<file path="src/rtl/backdoor_pkg.sv">
// Shared types and constants for the backdoor host-to-memory bridge.
package backdoor_pkg;

  localparam int unsigned ADDR_W = 32;
  localparam int unsigned DATA_W = 32;
  localparam int unsigned SEL_W  = 4;
  localparam int unsigned CNT_W  = 8;
  localparam int unsigned LAST_W = 4;

  typedef enum logic [1:0] {ST_IDLE, ST_FWD, ST_RESP} state_t;
  typedef enum logic [1:0] {KIND_NONE, KIND_ROM, KIND_RAM, KIND_CTRL} kind_t;

  localparam logic [SEL_W-1:0] SEL_ROM_BASE = 4'h0;
  localparam logic [SEL_W-1:0] SEL_RAM_BASE = 4'h8;
  localparam logic [SEL_W-1:0] SEL_CTRL     = 4'hF;

  localparam int unsigned CTRL_HOLD_BIT = 0;
  localparam int unsigned CTRL_TO_BIT   = 1;
  localparam int unsigned CTRL_LAST_LSB = 4;

  localparam logic [DATA_W-1:0] TIMEOUT_DATA = 32'hDEADBEEF;

  typedef struct packed {
    logic [ADDR_W-1:0] addr;
    logic [DATA_W-1:0] data;
    logic              we;
  } dev_req_t;

  // Read image of the control register; unlisted bits read as zero.
  function automatic logic [DATA_W-1:0] ctrl_word(input logic hold, input logic to,
                                                  input logic [LAST_W-1:0] last);
    logic [DATA_W-1:0] w;
    w = '0;
    w[CTRL_HOLD_BIT] = hold;
    w[CTRL_TO_BIT] = to;
    w[CTRL_LAST_LSB +: LAST_W] = last;
    return w;
  endfunction

endpackage

</file>
<file path="src/rtl/backdoor_decode.sv">
// Target-select decode: 4-bit select into target kind, port index and one-hot strobes.
module backdoor_decode
  import backdoor_pkg::*;
#(
  parameter int unsigned NUM_ROM = 5,
  parameter int unsigned NUM_RAM = 2
) (
  input  logic [SEL_W-1:0]   sel,
  output kind_t              kind_c,
  output logic [SEL_W-1:0]   index_c,
  output logic [NUM_ROM-1:0] rom_hot_c,
  output logic [NUM_RAM-1:0] ram_hot_c
);

  always_comb begin
    kind_c    = KIND_NONE;
    index_c   = '0;
    rom_hot_c = '0;
    ram_hot_c = '0;
    for (int i = 0; i < int'(NUM_ROM); i++) begin
      if (sel == SEL_ROM_BASE + SEL_W'(i)) begin
        kind_c       = KIND_ROM;
        index_c      = SEL_W'(i);
        rom_hot_c[i] = 1'b1;
      end
    end
    for (int i = 0; i < int'(NUM_RAM); i++) begin
      if (sel == SEL_RAM_BASE + SEL_W'(i)) begin
        kind_c       = KIND_RAM;
        index_c      = SEL_W'(i);
        ram_hot_c[i] = 1'b1;
      end
    end
    if (sel == SEL_CTRL) kind_c = KIND_CTRL;
  end

endmodule

</file>
<file path="src/rtl/backdoor_ctrl.sv">
// Host slave that forwards backdoor accesses to one of several ROM/RAM ports,
// with a wait timeout and a small control register holding the CPU in reset.
module backdoor_ctrl
  import backdoor_pkg::*;
#(
  parameter int unsigned TIMEOUT = 15,
  parameter int unsigned NUM_ROM = 5,
  parameter int unsigned NUM_RAM = 2
) (
  input  logic                    clock,
  input  logic                    reset,
  input  logic [DATA_W-1:0]       wb_data_i,
  input  logic [ADDR_W-1:0]       wb_addr_i,
  input  logic                    wb_cyc_i,
  input  logic                    wb_strobe_i,
  input  logic                    wb_we_i,
  output logic [DATA_W-1:0]       wb_data_o,
  output logic                    wb_ack_o,
  output logic [ADDR_W-1:0]       dev_addr_o,
  output logic [DATA_W-1:0]       dev_data_o,
  output logic                    dev_we_o,
  output logic [NUM_ROM-1:0]      rom_cyc_o,
  output logic [NUM_ROM-1:0]      rom_strobe_o,
  input  logic [32*NUM_ROM-1:0]   rom_data_i,
  input  logic [NUM_ROM-1:0]      rom_ack_i,
  output logic [NUM_RAM-1:0]      ram_cyc_o,
  output logic [NUM_RAM-1:0]      ram_strobe_o,
  input  logic [32*NUM_RAM-1:0]   ram_data_i,
  input  logic [NUM_RAM-1:0]      ram_ack_i,
  output logic                    cpu_hold_o
);

  state_t              state_q, state_d;
  kind_t               kind_q, kind_d, kind_c;
  logic [CNT_W-1:0]    cnt_q, cnt_d;
  logic [SEL_W-1:0]    sel_q, sel_d, idx_q, idx_d, idx_c;
  logic [NUM_ROM-1:0]  rom_sel_q, rom_sel_d, rom_hot_c;
  logic [NUM_RAM-1:0]  ram_sel_q, ram_sel_d, ram_hot_c;
  dev_req_t            dev_q, dev_d;
  logic                ack_q, ack_d;
  logic [DATA_W-1:0]   rdata_q, rdata_d, dev_rdata_c;
  logic                hold_q, hold_d, to_q, to_d;
  logic [LAST_W-1:0]   last_to_q, last_to_d;
  logic                dev_ack_c;
  logic                unused_addr_c;

  assign unused_addr_c = ^wb_addr_i[ADDR_W-1:24];

  backdoor_decode #(.NUM_ROM(NUM_ROM), .NUM_RAM(NUM_RAM)) u_decode (
    .sel       (wb_addr_i[23:20]),
    .kind_c    (kind_c),
    .index_c   (idx_c),
    .rom_hot_c (rom_hot_c),
    .ram_hot_c (ram_hot_c)
  );

  // Only the port currently strobed may complete the transfer.
  assign dev_ack_c = (|(rom_ack_i & rom_sel_q)) | (|(ram_ack_i & ram_sel_q));

  always_comb begin
    dev_rdata_c = '0;
    for (int i = 0; i < int'(NUM_ROM); i++)
      if (kind_q == KIND_ROM && idx_q == SEL_W'(i)) dev_rdata_c = rom_data_i[32*i +: 32];
    for (int i = 0; i < int'(NUM_RAM); i++)
      if (kind_q == KIND_RAM && idx_q == SEL_W'(i)) dev_rdata_c = ram_data_i[32*i +: 32];
  end

  always_comb begin
    state_d   = state_q;
    kind_d    = kind_q;
    cnt_d     = cnt_q;
    sel_d     = sel_q;
    idx_d     = idx_q;
    rom_sel_d = rom_sel_q;
    ram_sel_d = ram_sel_q;
    dev_d     = dev_q;
    ack_d     = 1'b0;
    rdata_d   = rdata_q;
    hold_d    = hold_q;
    to_d      = to_q;
    last_to_d = last_to_q;
    case (state_q)
      ST_IDLE: begin
        if (wb_cyc_i && wb_strobe_i) begin
          dev_d.addr = {12'h0, wb_addr_i[19:0]};
          dev_d.data = wb_data_i;
          dev_d.we   = wb_we_i;
          sel_d      = wb_addr_i[23:20];
          kind_d     = kind_c;
          idx_d      = idx_c;
          cnt_d      = '0;
          if (kind_c == KIND_ROM || kind_c == KIND_RAM) begin
            rom_sel_d = rom_hot_c;
            ram_sel_d = ram_hot_c;
            state_d   = ST_FWD;
          end else begin
            ack_d   = 1'b1;
            rdata_d = (kind_c == KIND_CTRL) ? ctrl_word(hold_q, to_q, last_to_q) : '0;
            state_d = ST_RESP;
          end
        end
      end
      ST_FWD: begin
        if (!wb_cyc_i) begin
          rom_sel_d = '0;
          ram_sel_d = '0;
          state_d   = ST_IDLE;
        end else if (dev_ack_c) begin
          rom_sel_d = '0;
          ram_sel_d = '0;
          ack_d     = 1'b1;
          rdata_d   = dev_rdata_c;
          state_d   = ST_RESP;
        end else if (cnt_q == CNT_W'(TIMEOUT - 1)) begin
          rom_sel_d = '0;
          ram_sel_d = '0;
          ack_d     = 1'b1;
          rdata_d   = TIMEOUT_DATA;
          to_d      = 1'b1;
          last_to_d = sel_q;
          state_d   = ST_RESP;
        end else begin
          cnt_d = cnt_q + CNT_W'(1);
        end
      end
      ST_RESP: begin
        // Control writes land as the ack retires, so cpu_hold moves the cycle after.
        if (kind_q == KIND_CTRL && dev_q.we) begin
          hold_d = dev_q.data[CTRL_HOLD_BIT];
          if (dev_q.data[CTRL_TO_BIT]) to_d = 1'b0;
        end
        state_d = ST_IDLE;
      end
      default: state_d = ST_IDLE;
    endcase
  end

  always_ff @(posedge clock or negedge reset) begin
    if (!reset) begin
      state_q   <= ST_IDLE;
      kind_q    <= KIND_NONE;
      cnt_q     <= '0;
      sel_q     <= '0;
      idx_q     <= '0;
      rom_sel_q <= '0;
      ram_sel_q <= '0;
      dev_q     <= '0;
      ack_q     <= 1'b0;
      rdata_q   <= '0;
      hold_q    <= 1'b1;
      to_q      <= 1'b0;
      last_to_q <= '0;
    end else begin
      state_q   <= state_d;
      kind_q    <= kind_d;
      cnt_q     <= cnt_d;
      sel_q     <= sel_d;
      idx_q     <= idx_d;
      rom_sel_q <= rom_sel_d;
      ram_sel_q <= ram_sel_d;
      dev_q     <= dev_d;
      ack_q     <= ack_d;
      rdata_q   <= rdata_d;
      hold_q    <= hold_d;
      to_q      <= to_d;
      last_to_q <= last_to_d;
    end
  end

  assign wb_data_o    = rdata_q;
  assign wb_ack_o     = ack_q;
  assign dev_addr_o   = dev_q.addr;
  assign dev_data_o   = dev_q.data;
  assign dev_we_o     = dev_q.we;
  assign rom_cyc_o    = rom_sel_q;
  assign rom_strobe_o = rom_sel_q;
  assign ram_cyc_o    = ram_sel_q;
  assign ram_strobe_o = ram_sel_q;
  assign cpu_hold_o   = hold_q;

endmodule

</file>
<file path="config.mk">
export PLATFORM = sky130hd
export DESIGN_NAME = backdoor_ctrl
export DESIGN_NICKNAME = d
export VERILOG_FILES = /design/src/rtl/backdoor_pkg.sv /design/src/rtl/backdoor_decode.sv /design/src/rtl/backdoor_ctrl.sv
export SDC_FILE = /design/constraint.sdc
export NUM_CORES = 1
export LEC_CHECK = 0
export CORE_AREA = 2 2 158 160
export CTS_CLUSTER_SIZE = 30
export DETAILED_ROUTE_END_ITERATION = 8
export DIE_AREA = 0 0 160 162
export PLACE_DENSITY_LB_ADDON = 0.12
export RECOVER_POWER = 25
export SLEW_MARGIN = 15
export SYNTH_ARGS = -nofsm -noshare
export SYNTH_HDL_FRONTEND = slang
export SYNTH_SLANG_ARGS = --single-unit
</file>
<file path="constraint.sdc">
create_clock -name clock -period 2.9 [get_ports clock]
set_clock_uncertainty 0.2 [all_clocks]
set_input_delay 0.29 -clock clock [delete_from_list [all_inputs] [get_ports clock]]
set_output_delay 0.29 -clock clock [all_outputs]
set_load 0.03 [all_outputs]
</file>
# Yosys cells after proc, flatten, opt, wreduce, memory -nomap -nowiden

Cells that the tools add are included.

Div/mod/pow operators: 0
Reduce and logical (&&, ||, !) cells: 25
$add $sub $neg: 1
Bitwise logic cells: 4
Equality and inequality tests: 31
Shifts and indexed selects: 0
Magnitude comparators: 0
Multipliers: 0
Muxes and demuxes: 70

Operators by type and width:

| operator                                                               | count |
|---|---|
| 32-bit 2-to-1 mux                                                      | 12 |
| 32-bit one-hot mux with 2 select lines                                 | 1 |
| 8-bit 2-to-1 mux                                                       | 5 |
| 2-bit 2-to-1 mux                                                       | 15 |
| 5-bit 2-to-1 mux                                                       | 5 |
| 1-bit 2-to-1 mux                                                       | 23 |
| 2-bit inequality test (second input constant)                          | 9 |
| 4-bit by 2-bit equality test with 1-bit output (second input constant) | 4 |
| 8-bit one-hot mux with 2 select lines                                  | 1 |
| 4-bit equality test (second input constant)                            | 3 |
| 2-bit equality test (second input constant)                            | 5 |
| 5-bit one-hot mux with 2 select lines                                  | 1 |
| 5-bit AND reduction                                                    | 2 |
| 1-bit logical AND                                                      | 9 |
| 3-bit 2-to-1 mux                                                       | 3 |
| 8-bit by 1-bit adder with 8-bit output (second input constant)         | 1 |
| 4-bit by 1-bit equality test with 1-bit output (second input constant) | 2 |
| 4-bit by 3-bit equality test with 1-bit output (second input constant) | 2 |
| 8-bit by 4-bit equality test with 1-bit output (second input constant) | 1 |
| 4-bit logical NOT                                                      | 2 |
| 2-bit one-hot mux with 2 select lines                                  | 2 |
| 4-bit AND reduction                                                    | 2 |
| 2-bit by 1-bit equality test with 1-bit output (second input constant) | 3 |
| 2-bit AND reduction                                                    | 3 |
| 13 further kinds                                                       | 15 |

Word-level logic and storage cells: 146
Output and inout port bits: 113
Bits in latches: 0
Input port bits: 300
Register bits after elaboration: 119
Bits in writable memories: 0
Memories: 0
Memory bits (read-only): 0

# Depth between registers and ports, before layout

Word-level depth: 14
Mapped depth: 11
Gate-level depth less buffers: 9

# Modules after synthesis

From an unflattened synthesis, not the netlist that was laid out.

Cells, all modules: 787
Area, all modules: 6,896.6 µm²

By module, submodules not included:

| module          | area an instance (µm²) | times used | sequential area each (µm²) | cells each |
|---|---|---|---|---|
| backdoor_ctrl   | 6,702.7                | 1          | 2,979.1                    | 762 |
| backdoor_decode | 193.9                  | 1          | 0.0                        | 25 |

# Least setup slack after synthesis

Ideal clock, no wire load.

Path type: input to register
Start point: in wb_addr_i[21]
End point: reg rdata_q[5], in the netlist wb_data_o[5]
Stages: 9
Required time: 2,579 ps
Slack: 601 ps
Arrival time: 1,978 ps
Path buffers: 2
Library setup time: 121 ps
Cells stage by stage: clkbuf_1 -> o21ai_0 -> and2_1 -> ha_1 -> nor3_1 -> o31ai_2 -> buf_2 -> a21oi_1 -> a22o_1

Elaborated cells between the ends (all ways): 26
Those cells by class: eq/ne (11); mux (12); reduce/logical (3)

RTL lines:

| what                                   | line                  | RTL |
|---|---|---|
| from (decl)                            | backdoor_ctrl.sv:13   | `input logic [ADDR_W-1:0] wb_addr_i,` |
| 4-bit equality test                    | backdoor_decode.sv:28 | `if (sel == SEL_RAM_BASE + SEL_W'(i)) begin` |
| 2-bit 2-to-1 mux (2 in a row)          | backdoor_decode.sv:28 |  |
| 2-bit 2-to-1 mux (*)                   | backdoor_decode.sv:34 | `if (sel == SEL_CTRL) kind_c = KIND_CTRL;` |
| net kind_c[1]                          | backdoor_ctrl.sv:34   | `kind_t kind_q, kind_d, kind_c;` |
| 2-bit equality test                    | backdoor_ctrl.sv:98   | `rdata_d = (kind_c == KIND_CTRL) ? ctrl_word(hold_q, to_q, last_to_q) : '0;` |
| 8-bit 2-to-1 mux                       | backdoor_ctrl.sv:98   |  |
| 32-bit 2-to-1 mux                      | backdoor_ctrl.sv:92   | `if (kind_c == KIND_ROM \|\| kind_c == KIND_RAM) begin` |
| 32-bit 2-to-1 mux                      | backdoor_ctrl.sv:84   | `if (wb_cyc_i && wb_strobe_i) begin` |
| 32-bit one-hot mux with 2 select lines | backdoor_ctrl.sv:82   | `case (state_q)` |
| to (signal assigned)                   | backdoor_ctrl.sv:163  | `rdata_q <= rdata_d;` |
| to (decl)                              | backdoor_ctrl.sv:41   | `logic [DATA_W-1:0] rdata_q, rdata_d, dev_rdata_c;` |

Mark *: on every way through the listed nets, which the timed path passes. The rest lies on a longest branch. The select of a mux whose other input is x is not followed.
A chain may end at the register's enable or synchronous reset.

# Worst setup path after layout

Start point: reg cnt_q[4]
End point: reg rdata_q[26], in the netlist wb_data_o[26]

Word-level cells in the longest chain between the ends: 3

Ends and longest elaborated chain:

| what                                           | line                 | RTL |
|---|---|---|
| from (decl)                                    | backdoor_ctrl.sv:35  | `logic [CNT_W-1:0] cnt_q, cnt_d;` |
| from (signal assigned)                         | backdoor_ctrl.sv:156 | `cnt_q <= cnt_d;` |
| 8-bit by 4-bit equality test with 1-bit output | backdoor_ctrl.sv:114 | `end else if (cnt_q == CNT_W'(TIMEOUT - 1)) begin` |
| 3-bit inequality test (no line)                | -                    |  |
| 5-bit AND reduction (no line)                  | -                    |  |

Every way passes these cells.

==> results.sh <==
export IMPL_track_usage=0.2309
export IMPL_grt_max_degree=68
export IMPL_avgSynthCellArea_um2=8.855
export IMPL_clockBufferDepth=2
export IMPL_stdcell_count=1484
export IMPL_ios=413
export IMPL_place_gp_congestion=0.8899
export IMPL_h_tree_depth=4
export IMPL_drive_gt1_frac=0.1062
export IMPL_swShare=0.3989
export IMPL_syn_instance_count=765
export IMPL_overflow=0
export IMPL_layout_commonest_cell="clkdlybuf4s50_1"
export IMPL_p_clk_frac=0.258
export IMPL_cts_buffers=17
export IMPL_irDropWorstVdd_mv=0.4109
export IMPL_power_leakage_nw=4.841
export IMPL_cts_tree="built"
export IMPL_gr_usage_met2=0.3768
export IMPL_power_per_cell_area_mw_per_mm2=691.6
export IMPL_maxSlewHeadroom=0.08991
export IMPL_placementRows=57
export IMPL_met3_usage=0.07482
export IMPL_path_clk_slew_ns=0.07
export IMPL_holdWs_ns=0.1931
export IMPL_slew_viol_final=0
export IMPL_clock_tree_root_cell="clkbuf_16"
export IMPL_drt_initial_drc_count=411
export IMPL_hold_violations=0
export IMPL_vias=7304
export IMPL_seq_area_frac_synth=0.4361
export IMPL_cts_sinks=118
export IMPL_portBuffers=392
export IMPL_arrival_ns=2.74
export IMPL_routed_via_density=4.922
export IMPL_async_flop_share=1.000
export IMPL_synth_edf_count=0
export IMPL_p_comb_frac=0.450
export IMPL_crit_path_start_kind="register"
export IMPL_drtPass1Iterations=5
export IMPL_wl_per_cell_um=20.31
export IMPL_drc=0
export IMPL_critPathCaptureType="register"
export IMPL_ys_warn_count=0
export IMPL_first_global_vias=7707
export IMPL_period_share=0.9003
export IMPL_ys_seq_elements=118
export IMPL_syn2layout_area_growth_pct=72.35
export IMPL_syn_cell_area_mm2=0.006774
export IMPL_fmax_mhz=383.0
export IMPL_top_usage_layer="met2"
export IMPL_placedCellCount=1449
export IMPL_status="finished, final reports clean"
export IMPL_critPathRequiredTime_ns=3.03
export IMPL_die_x_um=160
export IMPL_cts_setup_buffers=0
export IMPL_seq_power_share=0.292
export IMPL_internal_power_w=0.004853
export IMPL_synthFlopType="dfrtp_1"
export IMPL_totalWireLength_um=30150
export IMPL_crit_type="reg -> reg"
export IMPL_cap_viol_max_count=0
export IMPL_initial_core_util=0.2810
export IMPL_dieHeight_um=162
export IMPL_synth_cell_types=61
export IMPL_cp_max_fo=22
export IMPL_p_switching_w=0.003221
export IMPL_setup_tns_ns=0
export IMPL_layout_common_cells="clkdlybuf4s50_1 (391), nand2_1 (210), dfrtp_1 (116), o21ai_0 (39), mux2_2 (39)"
export IMPL_grt_pass1_wl_um=46160
export IMPL_period_minus_slack_ns=2.611
export IMPL_coreArea_mm2=0.02411
export IMPL_antenna_found_initial=4
export IMPL_worst_slew_pin_slew_ns=1.365
export IMPL_dp_hpwl_um=23010
export IMPL_fin_util=0.4843
export IMPL_final_antenna_net_count=0
export IMPL_post_cts_resized=0
export IMPL_dieArea_mm2=0.02592
export IMPL_rsz0062_at_grt="no"
export IMPL_grtUsageMet1=0.2915
export IMPL_clk_insertion_delay_late_ns=0.41
export IMPL_setup_viol=0
export IMPL_worstHoldPathType="in -> reg"
export IMPL_nets=1448
cell type report:
type / instances / area, µm²
fill: 2367 / 12430
timing repair buffer: 428 / 4224
multi-input combinational: 572 / 3477
sequential: 118 / 2955
clock buffer: 17 / 425.4
tap: 324 / 405.4
clock inverter: 15 / 152.6
inverter: 8 / 30.03
antenna: 2 / 5.005
timing repair:
item | 4_1_cts | 5_1_grt
hold buffers | 1 | 0
setup endpoints to repair | 0 | 0
hold endpoints to repair | 50 | 0
metrics by stage:
step	total power [W]	instance area, µm²	worst slack [ns]
floorplan	0.004289	6815	0.6011
global placement	0.006018	11090	0.08317
detailed placement	0.006030	11090	0.04612
CTS	0.008173	11680	0.1567
global route	0.008528	11670	0.1013
finish	0.008074	11670	0.2891
power by group through the flow:
stage / combinational [W] / clock, W / sequential, W
floorplan: 0.00120 / 0 / 0.00308
global placement: 0.00364 / 0 / 0.00238
detailed placement: 0.00365 / 0 / 0.00238
global route: 0.00389 / 0.00223 / 0.00242
finish: 0.00363 / 0.00208 / 0.00236
CTS: 0.00367 / 0.00214 / 0.00236
worst max-delay path, stage by stage (launching register included):
cell      delay, ns
dfrtp_1        0.42
nor4b_1        0.38
nand4b_1       0.34
a21oi_2        0.91
a21oi_1        0.08
a31oi_1        0.19
kinds of logic (layout without fill, tap and decap cells):
family | Yosys count | in the layout | share of synthesized area
compound gates | 207 | 207 | 0.2111
fa+ha+maj | 3 | 3 | 0.005542
buf+inv | 86 | 468 | 0.06465
flops | 118 | 118 | 0.4361
mux | 54 | 54 | 0.08700
other cells | 1 | 14 | 0.0005536
simple gates | 296 | 296 | 0.1951
flip-flops by register name (all words and copies together), names as in the netlist, 2 cells and up:
signal      count
sel_q           4
last_to_q       4
idx_q           3
ram_cyc_o       2
cnt_q           8
state_q         2
rom_cyc_o       5
kind_q          2
dev_data_o     32
dev_addr_o     20
wb_data_o      32
metal layers:
| layer | routed length [µm] | share of wire |
|---|---|---|
| met5 | 34 | 0.0011 |
| met4 | 850 | 0.028 |
| met3 | 2337 | 0.078 |
| met2 | 13890 | 0.46 |
| met1 | 13040 | 0.43 |
final timing paths:
| kind | from | end | slack, ns | cells after the start |
|---|---|---|---|---|
| max | cnt_q[4] | wb_data_o[26] | 0.29 | 5 |
| min | wb_addr_i[14] | dev_addr_o[14] | 0.19 | 3 |
| max reg2reg | cnt_q[4] | wb_data_o[26] | 0.29 | 5 |
| min reg2reg | dev_data_o[25] | dev_data_o[25] | 0.27 | 2 |
| max in group asynchronous | reset | wb_data_o[30] | 0.66 | 3 |
| min in group asynchronous | reset | dev_addr_o[18] | 0.55 | 2 |
synthesized netlist by cell type, types with 3 or more instances:
| master | count | share of area |
|---|---|---|
| nand2_1 | 210 | 0.12 |
| ha_1 | 3 | 0.0055 |
| a221oi_1 | 26 | 0.034 |
| or3_1 | 6 | 0.0055 |
| o31ai_1 | 8 | 0.0089 |
| and3_1 | 8 | 0.0074 |
| nand4_1 | 4 | 0.0037 |
| clkbuf_1 | 33 | 0.018 |
| mux2_2 | 39 | 0.065 |
| a211oi_1 | 6 | 0.0066 |
| o41ai_1 | 3 | 0.0039 |
| a21oi_1 | 36 | 0.027 |
| nor2b_1 | 3 | 0.0028 |
| mux2i_1 | 15 | 0.022 |
| or4_1 | 3 | 0.0033 |
| a31oi_1 | 7 | 0.0065 |
| buf_4 | 19 | 0.021 |
| o22ai_1 | 10 | 0.0092 |
| inv_1 | 8 | 0.0044 |
| a221o_1 | 4 | 0.0059 |
| o21ai_0 | 39 | 0.029 |
| o211ai_1 | 8 | 0.0089 |
| a222oi_1 | 8 | 0.012 |
| nand2b_1 | 5 | 0.0046 |
| a22o_1 | 18 | 0.023 |
| nor2_1 | 21 | 0.012 |
| nand3_1 | 8 | 0.0059 |
| and2_1 | 4 | 0.0037 |
| dfrtp_1 | 117 | 0.43 |
| nor3_1 | 3 | 0.0022 |
| buf_2 | 23 | 0.017 |
| nand3b_1 | 5 | 0.0055 |
| o21ai_1 | 18 | 0.013 |
Note: power is estimated with default switching activity, not from simulation.
